===== src/rtl/cor_h_test_sequencer.sv =====
// Test-side sequencer for the Cor_h correlation pipe's scratch-memory port.
// Loads LOAD_LEN impulse-response words into scratch memory, hands memory to
// Cor_h and pulses its start, waits for done (bounded by TIMEOUT), then reads
// RESULT_LEN result words back and presents them on a valid/ready stream.
//
// Ports:
//   clk, reset                  clock, asynchronous active-low reset
//   go                          single-cycle run request (honoured only in IDLE)
//   src_data/valid/ready        load-word input stream
//   pipeStart, pipeDone         Cor_h start pulse / done input
//   corHMuxSel                  1 = sequencer owns scratch memory, 0 = Cor_h does
//   testWriteAddr/MemOut/WriteEn  scratch memory write port
//   testReadAddr, memIn         scratch memory read port (one-cycle read latency)
//   res_data/valid/ready        readback output stream
//   busy, seqDone, timeoutErr   status: not idle / run complete / sticky abort
module cor_h_test_sequencer #(
    parameter int unsigned ADDR_W      = 12,
    parameter int unsigned DATA_W      = 32,
    parameter int unsigned LOAD_BASE   = 0,
    parameter int unsigned LOAD_LEN    = 40,
    parameter int unsigned RESULT_BASE = 1024,
    parameter int unsigned RESULT_LEN  = 64,
    parameter int unsigned TIMEOUT     = 65535
) (
    input  logic              clk,
    input  logic              reset,
    input  logic              go,
    input  logic [DATA_W-1:0] src_data,
    input  logic              src_valid,
    output logic              src_ready,
    output logic              pipeStart,
    input  logic              pipeDone,
    output logic              corHMuxSel,
    output logic [ADDR_W-1:0] testWriteAddr,
    output logic [DATA_W-1:0] testMemOut,
    output logic              testMemWriteEn,
    output logic [ADDR_W-1:0] testReadAddr,
    input  logic [DATA_W-1:0] memIn,
    output logic [DATA_W-1:0] res_data,
    output logic              res_valid,
    input  logic              res_ready,
    output logic              busy,
    output logic              seqDone,
    output logic              timeoutErr
);

    localparam int unsigned MaxLen = (LOAD_LEN > RESULT_LEN) ? LOAD_LEN : RESULT_LEN;
    localparam int unsigned CntW   = (MaxLen == 0) ? 1 : $clog2(MaxLen + 1);
    localparam int unsigned TcW    = (TIMEOUT == 0) ? 1 : $clog2(TIMEOUT + 1);

    localparam logic [CntW-1:0]   LoadLast   = CntW'(LOAD_LEN - 1);
    localparam logic [CntW-1:0]   ResultLast = CntW'(RESULT_LEN - 1);
    localparam logic [TcW-1:0]    TcLast     = TcW'(TIMEOUT - 1);
    localparam logic [ADDR_W-1:0] LoadBase   = ADDR_W'(LOAD_BASE);
    localparam logic [ADDR_W-1:0] ResultBase = ADDR_W'(RESULT_BASE);

    typedef enum logic [3:0] {
        StIdle, StLoad, StFlush, StStart, StWait,
        StRdIssue, StRdWait, StRdCap, StOut, StDone
    } state_e;

    state_e            state_q, state_d;
    logic [CntW-1:0]   idx_q, idx_d;
    logic [TcW-1:0]    tcnt_q, tcnt_d;

    logic              src_ready_d, pipe_start_d, mux_sel_d, we_d;
    logic [ADDR_W-1:0] waddr_d, raddr_d;
    logic [DATA_W-1:0] wdata_d, res_data_d;
    logic              res_valid_d, busy_d, seq_done_d, timeout_err_d;

    logic accept, go_accept, wait_timeout;

    assign accept       = (state_q == StLoad) && src_valid && src_ready;
    assign go_accept    = (state_q == StIdle) && go;
    // pipeDone wins over an expiring timer in the same cycle.
    assign wait_timeout = (state_q == StWait) && !pipeDone && (tcnt_q == TcLast);

    // State and counter register.
    always_ff @(posedge clk or negedge reset) begin
        if (!reset) begin
            state_q <= StIdle;
            idx_q   <= '0;
            tcnt_q  <= '0;
        end else begin
            state_q <= state_d;
            idx_q   <= idx_d;
            tcnt_q  <= tcnt_d;
        end
    end

    // Next-state logic.
    always_comb begin
        state_d = state_q;
        idx_d   = idx_q;
        tcnt_d  = tcnt_q;
        unique case (state_q)
            StIdle: begin
                if (go) begin
                    idx_d   = '0;
                    state_d = (LOAD_LEN == 0) ? StFlush : StLoad;
                end
            end
            StLoad: begin
                if (accept) begin
                    idx_d = idx_q + CntW'(1);
                    if (idx_q == LoadLast) state_d = StFlush;
                end
            end
            StFlush:   state_d = StStart;
            StStart: begin
                tcnt_d  = '0;
                state_d = StWait;
            end
            StWait: begin
                if (pipeDone) begin
                    idx_d   = '0;
                    state_d = (RESULT_LEN == 0) ? StDone : StRdIssue;
                end else if (wait_timeout) begin
                    state_d = StIdle;
                end else begin
                    tcnt_d = tcnt_q + TcW'(1);
                end
            end
            StRdIssue: state_d = StRdWait;
            StRdWait:  state_d = StRdCap;
            StRdCap:   state_d = StOut;
            StOut: begin
                if (res_ready) begin
                    if (idx_q == ResultLast) begin
                        state_d = StDone;
                    end else begin
                        idx_d   = idx_q + CntW'(1);
                        state_d = StRdIssue;
                    end
                end
            end
            StDone:    state_d = StIdle;
            default:   state_d = StIdle;
        endcase
    end

    // Output next values; every output is a register fed from here.
    always_comb begin
        src_ready_d   = (state_d == StLoad);
        pipe_start_d  = (state_d == StStart);
        mux_sel_d     = !((state_d == StStart) || (state_d == StWait));
        we_d          = accept;
        waddr_d       = accept ? (LoadBase + ADDR_W'(idx_q)) : testWriteAddr;
        wdata_d       = accept ? src_data : testMemOut;
        // Address is set on RD_ISSUE entry and held through RD_WAIT/RD_CAP.
        raddr_d       = (state_d == StRdIssue) ? (ResultBase + ADDR_W'(idx_d)) : testReadAddr;
        res_data_d    = (state_q == StRdCap) ? memIn : res_data;
        res_valid_d   = (state_d == StOut);
        busy_d        = (state_d != StIdle);
        seq_done_d    = (state_d == StDone);
        timeout_err_d = go_accept ? 1'b0 : (wait_timeout ? 1'b1 : timeoutErr);
    end

    always_ff @(posedge clk or negedge reset) begin
        if (!reset) begin
            src_ready      <= 1'b0;
            pipeStart      <= 1'b0;
            corHMuxSel     <= 1'b1;
            testMemWriteEn <= 1'b0;
            testWriteAddr  <= '0;
            testMemOut     <= '0;
            testReadAddr   <= '0;
            res_data       <= '0;
            res_valid      <= 1'b0;
            busy           <= 1'b0;
            seqDone        <= 1'b0;
            timeoutErr     <= 1'b0;
        end else begin
            src_ready      <= src_ready_d;
            pipeStart      <= pipe_start_d;
            corHMuxSel     <= mux_sel_d;
            testMemWriteEn <= we_d;
            testWriteAddr  <= waddr_d;
            testMemOut     <= wdata_d;
            testReadAddr   <= raddr_d;
            res_data       <= res_data_d;
            res_valid      <= res_valid_d;
            busy           <= busy_d;
            seqDone        <= seq_done_d;
            timeoutErr     <= timeout_err_d;
        end
    end

endmodule


===== config.mk =====
export PLATFORM = sky130hd
export DESIGN_NAME = cor_h_test_sequencer
export DESIGN_NICKNAME = d
export VERILOG_FILES = /design/src/rtl/cor_h_test_sequencer.sv
export SDC_FILE = /design/constraint.sdc
export NUM_CORES = 1
export LEC_CHECK = 0
export ABC_AREA = 0
export CAP_MARGIN = 20
export CORE_ASPECT_RATIO = 0.6
export CORE_MARGIN = 2
export CORE_UTILIZATION = 40
export DETAILED_ROUTE_END_ITERATION = 8
export PLACE_DENSITY = 0.8
export RECOVER_POWER = 50
export SYNTH_ARGS = -nofsm -noshare
export SYNTH_HDL_FRONTEND = slang
export SYNTH_SLANG_ARGS = --single-unit

===== constraint.sdc =====
create_clock -name clk -period 2.9 [get_ports clk]
set_clock_uncertainty 0.15 [all_clocks]
set_input_delay 0.435 -clock clk [delete_from_list [all_inputs] [get_ports clk]]
set_output_delay 0.435 -clock clk [all_outputs]
set_load 0.005 [all_outputs]

Word level (Yosys, flattened, before mapping):

Index checks and enable logic that the tools add are counted.

* add/subtract/negate cells: 3
* eq/ne operators: 19
* multiplexer cells: 19
* reduce and logical (&&, ||, !) cells: 13

Operators with widths (count)
* $pmux 4 s9: 1
* $mux 7: 5
* $mux 16: 2
* $pmux 16 s2: 1
* $mux 4: 7
* $pmux 7 s4: 1
* $eq 4x3->1 const B: 6
* $add 16x1->16 const B: 1
* $eq 16x16->1 const B: 1
* $eq 7x6->1 const B: 2
* $add 11x7->12 const A: 1
* $eq 4x2->1 const B: 3
* $eq 4x4->1 const B: 3
* $eq 4x1->1 const B: 2
* $add 7x1->7 const B: 1
* $logic_and 1x1->1: 5
* $logic_not 4->1: 1
* $ne 2x2->1 const B: 2
* $reduce_bool 2->1: 2
* $reduce_bool 4->1: 1
* $reduce_and 3->1: 1
* $logic_not 1->1: 2
* $mux 1: 2
* $logic_or 1x1->1: 1

* register bits after elaboration: 118
* input bits: 70
* logic and storage cells: 69

Longest topological paths before layout:

Gate-level depths: netlist of run 1.

* word-level depth: 9
* depth in mapped cells: 8
* mapped depth without buffers: 8

Worst setup path before layout of run 1:

Ideal clock, no wire load.

* kind: flip-flop to flip-flop
* start: reg idx_q[0]
* end: reg testReadAddr[3]
* setup time: 125 ps
* arrival time: 2030 ps
* path slack: 595 ps
* cell stages (with the launch flop): 7
* path buffers: 0
* clock period less this slack: 2305 ps
* cells stage by stage: dfrtp_1 -> ha_1 -> nand4b_1 -> or4_4 -> a221oi_4 -> o21bai_4 -> mux2_4

* longest elaborated chain between the ends: 5
* elaborated cells on any way between the ends: 16
* classes of those cells: add/sub: 2; eq/ne: 3; mux: 11

Ends and longest elaborated chain
* start: declaration: RTL line 63 `logic [CntW-1:0] idx_q, idx_d;`
* start signal: assignment: RTL line 86 `idx_q <= idx_d;`
* $add 7x1->7, or another cell as far along: RTL line 105, 132
* $mux 7, or another cell as far along: RTL line 129 `if (idx_q == ResultLast) begin`
* $mux 7, or another cell as far along: RTL line 128 `if (res_ready) begin`
* $pmux 7 s4 or $pmux 4 s9 (tied branches): RTL line 96 `unique case (state_q)`
* $add 11x7->12 or $eq 4x3->1 (tied branches): RTL line 151 `raddr_d = (state_d == StRdIssue) ? (ResultBase + ADDR_W'(idx_d)) : testReadAddr;`
* end signal: assignment: RTL line 180 `testReadAddr <= raddr_d;`
* end: declaration: RTL line 37 `output logic [ADDR_W-1:0] testReadAddr,`

Several ways; a longest one is shown, not always the timed one.
A chain may end at the register's enable or synchronous reset.

Worst setup path after layout of run 1:

* start: reg idx_q[1]
* end: reg testReadAddr[6]

Same word-level chain as after synthesis.

==> metrics, run 1 <==
status finished clean; largest family of logic cells by synthesized area simple AND/OR/NAND/NOR gates; number of vias per cell 5.03; PwrDens 976 mW/mm²; die width 149 µm; initial antenna violation count 0; initial core utilization 0.413; Clk pwr share 0.303; cells after synthesis 454; clock-pin slew on the worst setup and hold paths 60 ps; endpoint class of the critical path flip-flop; Routed wire per std cell 15.5 µm; Setup WS pre-CTS 166 ps; post-route cell area 0.00734 mm²; Layout area overhead 46.5%; WHS Endpoint testMemOut[25]; post-placement cell area 0.00671 mm²; Max Slew Vio Count 0; # H-tree levels 4; share of layout cells above drive strength 1 0.167; drt first-iter violations 215; Synth Area in Adders 0.00749; max-slew headroom at the worst pin 0.0205; endpoints failing hold 0; RR Endpoint testReadAddr[6]; average size of a mapped cell 11.0 µm²; Async SR Flop Fraction 1.00; Detailed Routing Iterations Pass 1 5; WS Path Type flip-flop to flip-flop; CTS tree built; Layout Cells excl Fill 794; hold-critical path depth 2; drt total wl 12300 µm; Reg-to-Reg Start idx_q[1]; final setup vio count 0; post-synthesis mux area share 0.111; Antenna Nets Post-Route 0; num ports 166; Reg2Reg Setup Slack 330 ps; Reg2Reg Depth 6; num rows 31; Setup TNS Final 0 ps; Synth top area share 0.564; HPWL after DPL 8750 µm; post-cts sizing count 0; complex-gate fraction of the synthesized area 0.0664; Layout fillers 947; post-synthesis sequential area ratio 0.569; n_diodes 0; first-pass GRT wire length 20100 µm; actual slew at the worst max-slew pin 1470 ps; YS warnings 0; die span in y 90.7 µm; Worst EP required 3040 ps; Max-cap violations 0; commonest non-fill, non-tap cells in the layout nand2_1 (113), dfrtp_1 (113), clkdlybuf4s50_1 (113); Seq pwr share 0.360; Synth Area in XOR/XNOR 0.0140; Synth area leaders dfrtp_1 (56%), mux2_2 (9.0%), nand2_1 (8.5%); Sw Share 0.299; DIE AREA 0.0135 mm²; DR vias 3991; combinational share of power 0.336; maximum vdd drop 0.567 mV; CP Launch Type flip-flop; period utilization 0.887; Final WS setup 327 ps; critical path arrival 2710 ps; routability cong. 0.910; CP max FO 8; total CTS buffers 17; P_sw 2140 µW; drc violations 0; worst-skew pair later-pin latency 400 ps; core area 0.0121 mm²; Yosys top cell by area dfrtp_1; fmax 389 MHz; fin crit period 2570 ps; RSZ-0062 raised after global routing false; Fin Hold WS 319 ps; CTS sink cnt 114; Max Buffers Root-to-Sink 2; Hold Path Class flip-flop to flip-flop; post-synthesis simple-gate area fraction 0.196; post-synthesis cell type count 56; Yosys reg bits 114; I/O Buffers 156; Syn Std Cell Area 0.00501 mm²; final net count 689; Leak Pwr 0.00332 µW; vias in the first global route 3929; Int Pwr 5030 µW; EDFF count, synth 0; GRT Residual Overflow 0; GRT Total Usage 0.190; Cells after DPL 761; ys flop type dfrtp_1; clock root cell clkbuf_16; largest net degree at the start of global routing 60; Hold Startpoint testMemOut[25]
[flip-flops by register name (all words and copies together) (netlist names)]
register	flops
res_data	32
testWriteAddr	7
idx_q	7
seqDone	1
src_ready	1
testMemOut	32
pipeStart	1
timeoutErr	1
testMemWriteEn	1
tcnt_q	16
busy	1
res_valid	1
corHMuxSel	1
testReadAddr	8
state_q	4
[through the flow]
| step | power (µW) | utilization |
|---|---|---|
| floorplan | 3680 | - |
| global placement | 5020 | 0.553 |
| detailed placement | 5110 | 0.553 |
| CTS | 7350 | 0.605 |
| global route | 7600 | 0.605 |
| finish | 7170 | 0.605 |
[worst max-delay path, stage by stage, from the launching register on]
cell and delay, ps:
dfrtp_1 410, ha_1 250, nand4b_1 180, or4_4 550
a221oi_4 310, o21bai_4 270, mux2_4 330
[worst max-delay path by stage]
stage	start	to	slack (ps)	depth (start not counted)
global placement	pipeDone	testReadAddr[5]	210	7
CTS	idx_q[1]	testReadAddr[6]	340	6
detailed placement	pipeDone	testReadAddr[5]	170	7
floorplan	idx_q[0]	testReadAddr[3]	590	6
global route	state_q[2]	tcnt_q[6]	210	6
finish	idx_q[1]	testReadAddr[6]	330	6
[what timing repair did]
| action | 4_1_cts | 5_1_grt |
|---|---|---|
| endpoints found under the hold margin | 57 | 0 |
| setup endpoints to repair | 0 | 0 |
| buffers inserted | 0 | 0 |
| hold buffers | 1 | 0 |
[cell type report]
| type | instances | area [µm²] | share of cell area |
|---|---|---|---|
| Clock buffer | 19 | 453 | 0.0617 |
| Inverter | 4 | 15.0 | 0.00204 |
| Clock inverter | 13 | 175 | 0.0239 |
| Sequential cell | 114 | 2850 | 0.389 |
| Tap cell | 165 | 206 | 0.0281 |
| Timing Repair Buffer | 163 | 1620 | 0.221 |
| Multi-Input combinational cell | 316 | 2020 | 0.275 |
[Yosys cell counts, drive strengths merged (2+ instances only)]
library cell and instances:
mux2 47, nand3b 2, nor2b 3, inv 4, o21ai 15, nor4b 3, nand3 13, xor2 8
and3 6, nand2b 3, nor3 5, o31ai 2, or3 7, buf 19, a211o 2, ha 3
nand4b 2, dfrtp 113, or2 4, a21o 2, nand4 8, nor2 21, a31oi 4, or4 3
nand2 114, a21oi 16, and2 2, clkbuf 9, and4 2, o22ai 2
[power groups by stage]
stage / Combinational, µW / Clock [µW] / Sequential [µW]
after floorplan: 1150 / 0 / 2530
after global placement: 2450 / 0 / 2570
after detailed placement: 2500 / 0 / 2610
after CTS: 2530 / 2220 / 2600
after global routing: 2630 / 2310 / 2660
final: 2410 / 2180 / 2580
[layer usage]
metal,vias up,wire length (µm),GRT usage
met5,-,0,0
met4,0,144,0.0603
met3,12,1490,0.0889
met2,220,5340,0.283
met1,1890,5370,0.247
li1,1869,-,-
[cells by family after synthesis]
kind of cell / after synthesis
AND/OR/NAND/NOR: 200
flip-flops: 114
AO/OA/AOI/OAI: 49
multiplexers: 47
buffers and inverters: 32
XOR/XNOR: 8
adder cells (fa/ha/maj): 3
other: 1
(Power assumes the default switching activity.)
==> run 2, diff against run 1 <==
--- a/config.mk
+++ b/config.mk
@@ -9,10 +9,11 @@
 export CAP_MARGIN = 20
 export CORE_ASPECT_RATIO = 0.6
 export CORE_MARGIN = 2
-export CORE_UTILIZATION = 40
+export CORE_UTILIZATION = 45
 export DETAILED_ROUTE_END_ITERATION = 8
-export PLACE_DENSITY = 0.8
+export PLACE_DENSITY = 0.88
 export RECOVER_POWER = 50
+export REMOVE_ABC_BUFFERS = 1
 export SYNTH_ARGS = -nofsm -noshare
 export SYNTH_HDL_FRONTEND = slang
 export SYNTH_SLANG_ARGS = --single-unit
==> metrics, run 2 (synthesized netlist as in run 1, its figures left out) <==
DR vias 3968 (was 3991); Max Used Layer met4 (unchanged); slowest stage delay, CP 550 ps (about the same); fmax 387 MHz (was 389 MHz); clock root cell clkbuf_16 (unchanged); max-slew headroom at the worst pin 0.237 (was 0.0205); Max Buffers Root-to-Sink 2 (unchanged); initial core utilization 0.468 (was 0.413); largest net degree at the start of global routing 57 (was 60); Setup TNS Final 0 ps (unchanged); number of vias per cell 5.14 (was 5.03); routability cong. 0.928 (was 0.910); CTS sink cnt 114 (unchanged); CP Launch Type flip-flop (unchanged); Worst EP required 3030 ps (was 3040 ps); initial antenna violation count 0 (unchanged); PwrDens 973 mW/mm² (was 976 mW/mm²); crit path max-delay cell type or4_4 (unchanged); Max-cap violations 0 (unchanged); metal1 wirelength 5690 µm (was 5370 µm); I/O Buffers 156 (unchanged); critical path arrival 2710 ps (about the same); commonest non-fill, non-tap cells in the layout nand2_1 (113), dfrtp_1 (113), clkdlybuf4s50_1 (113) (unchanged); Max Slew Vio Count 0 (unchanged); Layout Cells excl Fill 772 (was 794); Routed wire per std cell 16.4 µm (was 15.5 µm); n_diodes 0 (unchanged); status finished clean (unchanged); final setup vio count 0 (unchanged); Antenna Nets Post-Route 0 (unchanged); Met3 Routed Length 844 µm (was 1490 µm); CP Cell Sequence ha_1 -> nand4b_1 -> or4_4 -> a221oi_4 -> o21bai_4 -> mux2_4 (unchanged); HPWL after DPL 9240 µm (was 8750 µm); drt total wl 12600 µm (was 12300 µm); share of layout cells above drive strength 1 0.167 (about the same); first-pass GRT wire length 20800 µm (was 20100 µm); Setup WS pre-CTS 155 ps (was 166 ps); final net count 694 (was 689); Detailed Routing Iterations Pass 1 4 (was 5); Leak Pwr 0.00332 µW (about the same); actual slew at the worst max-slew pin 1140 ps (was 1470 ps); total CTS buffers 17 (unchanged); WS Path Type flip-flop to flip-flop (unchanged); GRT Residual Overflow 0 (unchanged); CP max FO 8 (unchanged); clock-pin slew on the worst setup and hold paths 50 ps (was 60 ps); setup bufs post-CTS 0 (unchanged); die width 140 µm (was 149 µm); num ports 166 (unchanged); endpoint class of the critical path flip-flop (unchanged); Cells after DPL 740 (was 761); endpoints failing hold 0 (unchanged); maximum vdd drop 0.497 mV (was 0.567 mV); drt first-iter violations 398 (was 215); num rows 29 (was 31); met2 WL 5970 µm (was 5340 µm); Largest regs res_data: 32 flops, testMemOut: 32 flops, tcnt_q: 16 flops (unchanged); Hold Path Class flip-flop to flip-flop (unchanged); core area 0.0107 mm² (was 0.0121 mm²); # H-tree levels 4 (unchanged); die span in y 85.8 µm (was 90.7 µm); vias in the first global route 4142 (was 3929); fin crit period 2580 ps (was 2570 ps); Layout area overhead 45.8% (was 46.5%); Reg2Reg Setup Slack 320 ps (was 330 ps); GRT Total Usage 0.218 (was 0.190); fin util 0.683 (was 0.605); RSZ-0062 raised after global routing false (unchanged); Final WS setup 318 ps (was 327 ps); DIE AREA 0.0120 mm² (was 0.0135 mm²); worst-skew pair later-pin latency 390 ps (was 400 ps); period utilization 0.890 (was 0.887); CTS tree built (unchanged); drc violations 0 (unchanged)
## run 2: path summary, 6_finish.rpt
path	to	startpoint	cells after the start
worst max-delay path	testReadAddr[2]	idx_q[0]	6
worst max register to register	testReadAddr[2]	idx_q[0]	6
min in group asynchronous	testReadAddr[2]	reset	2
worst min-delay path	testMemOut[29]	testMemOut[29]	2
worst min register to register	testMemOut[29]	testMemOut[29]	2
max in group asynchronous	res_data[4]	reset	3
## run 2: timing repair
item                                   CTS  global route
endpoints found under the hold margin   21             0
resized for setup                        0             0
hold buffers                             1             0
## run 2: power by group
part / total [µW] / switching, µW / internal, µW
combinational: 2430 / 978 / 1450
clock: 2140 / 688 / 1450
sequential: 2550 / 379 / 2170
total: 7120 / 2040 / 5070
## run 2: per-layer routing
layer  up-vias  global-route usage
li1       1877                   -
met1      1915               0.291
met2       165               0.357
met3        11              0.0547
met4         0              0.0716
met5         -                   0
## run 2: metrics by stage
step	power [µW]	hold slack, ps	instance area (µm²)
floorplan	3620	-10.6	4880
global route	7530	344	7310
CTS	7310	322	7340
finish	7120	316	7310
detailed placement	5140	202	6720
global placement	5030	198	6720
## run 2: final cells by class
type	instances	area (µm²)
multi-input combinational	316	2010
tap	139	174
clock inverter	11	161
timing repair buffer	168	1650
fill	758	3390
inverter	4	15.0
clock buffer	20	447
sequential	114	2850
## run 2: critical path, delay by kind of cell, from the launching register on
kind	cells	cell delay, ps
flip-flops	1	410
multiplexers	1	340
adder cells (fa/ha/maj)	1	250
AND/OR/NAND/NOR	2	740
AO/OA/AOI/OAI	2	580
==> run 3, diff against run 2 <==
--- a/config.mk
+++ b/config.mk
@@ -8,10 +8,11 @@
 export ABC_AREA = 0
 export CAP_MARGIN = 20
 export CORE_ASPECT_RATIO = 0.6
-export CORE_MARGIN = 2
+export CORE_MARGIN = 4
 export CORE_UTILIZATION = 45
 export DETAILED_ROUTE_END_ITERATION = 8
-export PLACE_DENSITY = 0.88
+export DONT_BUFFER_PORTS = 1
+export PLACE_DENSITY = 0.69
 export RECOVER_POWER = 50
 export REMOVE_ABC_BUFFERS = 1
 export SYNTH_ARGS = -nofsm -noshare
==> metrics, run 3 (synthesized netlist as in run 1, its figures left out) <==
status finished, violations left (was finished clean); failing checks hold timing; actual slew at the worst max-slew pin 643 ps (was 1140 ps); drc violations 0 (unchanged); Sw Share 0.317 (was 0.287); critical path arrival 2710 ps (about the same); post-cts sizing count 0 (unchanged); endpoints failing hold 114 (was 0); fin crit period 2570 ps (was 2580 ps); # H-tree levels 4 (unchanged); endpoint class of the critical path flip-flop (unchanged); maximum vdd drop 0.432 mV (was 0.497 mV); PwrDens 1030 mW/mm² (was 973 mW/mm²); Int Pwr 4220 µW (was 5070 µW); number of vias per cell 5.50 (was 5.14); max-slew headroom at the worst pin 0.566 (was 0.237); die width 144 µm (was 140 µm); HPWL after DPL 7820 µm (was 9240 µm); P_sw 1960 µW (was 2040 µW); Antenna Nets Post-Route 0 (unchanged); Reg area 0.00285 mm² (unchanged); num rows 29 (unchanged); CP Launch Type flip-flop (unchanged); Seq pwr share 0.444 (was 0.358); n_diodes 0 (unchanged); post-route cell area 0.00603 mm² (was 0.00731 mm²); core area 0.0107 mm² (unchanged); setup bufs post-CTS 0 (unchanged); GRT Total Usage 0.183 (was 0.218); vias in the first global route 3579 (was 4142); first-pass GRT wire length 18700 µm (was 20800 µm); crit path max-delay cell type or4_4 (unchanged); CP Cell Sequence ha_1 -> nand4b_1 -> or4_4 -> a221oi_4 -> o21bai_4 -> mux2_4 (unchanged); hold_buf cts 32 (was 1); commonest non-fill, non-tap cells in the layout nand2_1 (113), dfrtp_1 (113), mux2_2 (40) (was nand2_1 (113), dfrtp_1 (113), clkdlybuf4s50_1 (113)); Detailed Routing Iterations Pass 1 4 (unchanged); Cells after DPL 577 (was 740); Largest regs res_data: 32 flops, testMemOut: 32 flops, tcnt_q: 16 flops (unchanged); Max Buffers Root-to-Sink 2 (unchanged); clock-pin slew on the worst setup and hold paths 60 ps (was 50 ps); DIE AREA 0.0129 mm² (was 0.0120 mm²); Max-cap violations 0 (unchanged); slowest stage delay, CP 540 ps (was 550 ps); RSZ-0062 raised after global routing false (unchanged); Clk pwr share 0.345 (was 0.300); area of the multi-input gates 0.00202 mm² (was 0.00201 mm²); worst-skew pair later-pin latency 400 ps (was 390 ps); initial antenna violation count 0 (unchanged); routability cong. 0.845 (was 0.928); final net count 562 (was 694); Layout fillers 867 (was 758); final setup vio count 0 (unchanged); CTS sink cnt 114 (unchanged); CTS tree built (unchanged); I/O Buffers 0 (was 156); clock root cell clkbuf_16 (unchanged); post-placement cell area 0.00509 mm² (was 0.00672 mm²); total CTS buffers 17 (unchanged); Fin Hold WS -419 ps (was 316 ps); share of layout cells above drive strength 1 0.205 (was 0.167); CP max FO 8 (unchanged); post-layout power 6180 µW (was 7120 µW); Leak Pwr 0.00279 µW (was 0.00332 µW); combinational share of power 0.212 (was 0.342); drt first-iter violations 226 (was 398); initial core utilization 0.468 (unchanged); fmax 389 MHz (was 387 MHz); Layout Cells excl Fill 641 (was 772); DR vias 3524 (was 3968); GRT Residual Overflow 0 (unchanged); Worst EP required 3040 ps (was 3030 ps); Max Slew Vio Count 0 (unchanged); Setup TNS Final 0 ps (unchanged); drt total wl 11700 µm (was 12600 µm); num ports 166 (unchanged); largest net degree at the start of global routing 115 (was 57); die span in y 89.8 µm (was 85.8 µm); WS Path Type flip-flop to flip-flop (unchanged); period utilization 0.887 (was 0.890); Hold Path Class primary input to asynchronous set/reset pin (was flip-flop to flip-flop); Layout area overhead 20.3% (was 45.8%); Routed wire per std cell 18.2 µm (was 16.4 µm)
[run 3: cell types whose count changed in the layout (fill, tap and decap cells not counted), moves of 2 or more]
cell | previous run | this run
buf_4 | 10 | 4
clkinvlp_4 | 1 | 3
clkdlybuf4s50_1 | 113 | 0
clkbuf_1 | 3 | 0
dlygate4sd3_1 | 43 | 32
clkinv_4 | 1 | 4
inv_6 | 0 | 3
clkinv_2 | 5 | 1
[run 3: critical path, delay by kind of cell (launching register included)]
kind	cells	cell delay [ps]
adder cells (fa/ha/maj)	1	240
AO/OA/AOI/OAI	2	620
flip-flops	1	410
multiplexers	1	340
AND/OR/NAND/NOR	2	700
[run 3: path summary, 6_finish.rpt]
path	start	slack, ps	to	depth (start not counted)
max	idx_q[0]	330	testReadAddr[5]	6
min in group clk	src_data[10]	10	testMemOut[10]	2
max in group asynchronous	reset	2730	corHMuxSel	0
max reg2reg	idx_q[0]	330	testReadAddr[5]	6
min reg2reg	testReadAddr[10]	350	testReadAddr[10]	1
min	reset	-420	tcnt_q[3]	0
[run 3: per-stage QoR]
stage | hold WS [ps] | worst slack, ps | utilization
after floorplan | -10.6 | -371 | -
after global placement | -3.72 | 457 | 0.476
after detailed placement | -3.82 | 338 | 0.476
after CTS | -435 | 326 | 0.564
after global routing | -445 | 197 | 0.564
final | -419 | 329 | 0.564
[run 3: power by group through the flow]
stage	combinational, µW	sequential (µW)	clock (µW)
CTS	1310	2740	2170
global route	1460	2820	2270
global placement	1200	2750	0
detailed placement	1260	2760	0
finish	1310	2740	2130
floorplan	1040	2580	0
[run 3: layer usage]
layer	wire length, µm	GRT usage	vias up
met5	0	0	-
met4	243	0.0730	0
met3	1090	0.0700	23
met2	5550	0.284	171
met1	4780	0.231	1715
li1	-	-	1615
[run 3: layout make-up]
type	count	share of cell area
multi-input combinational	316	0.335
inverter	4	0.00249
clock buffer	18	0.0728
tap	139	0.0288
timing repair buffer	36	0.0581
clock inverter	14	0.0297
sequential	114	0.473
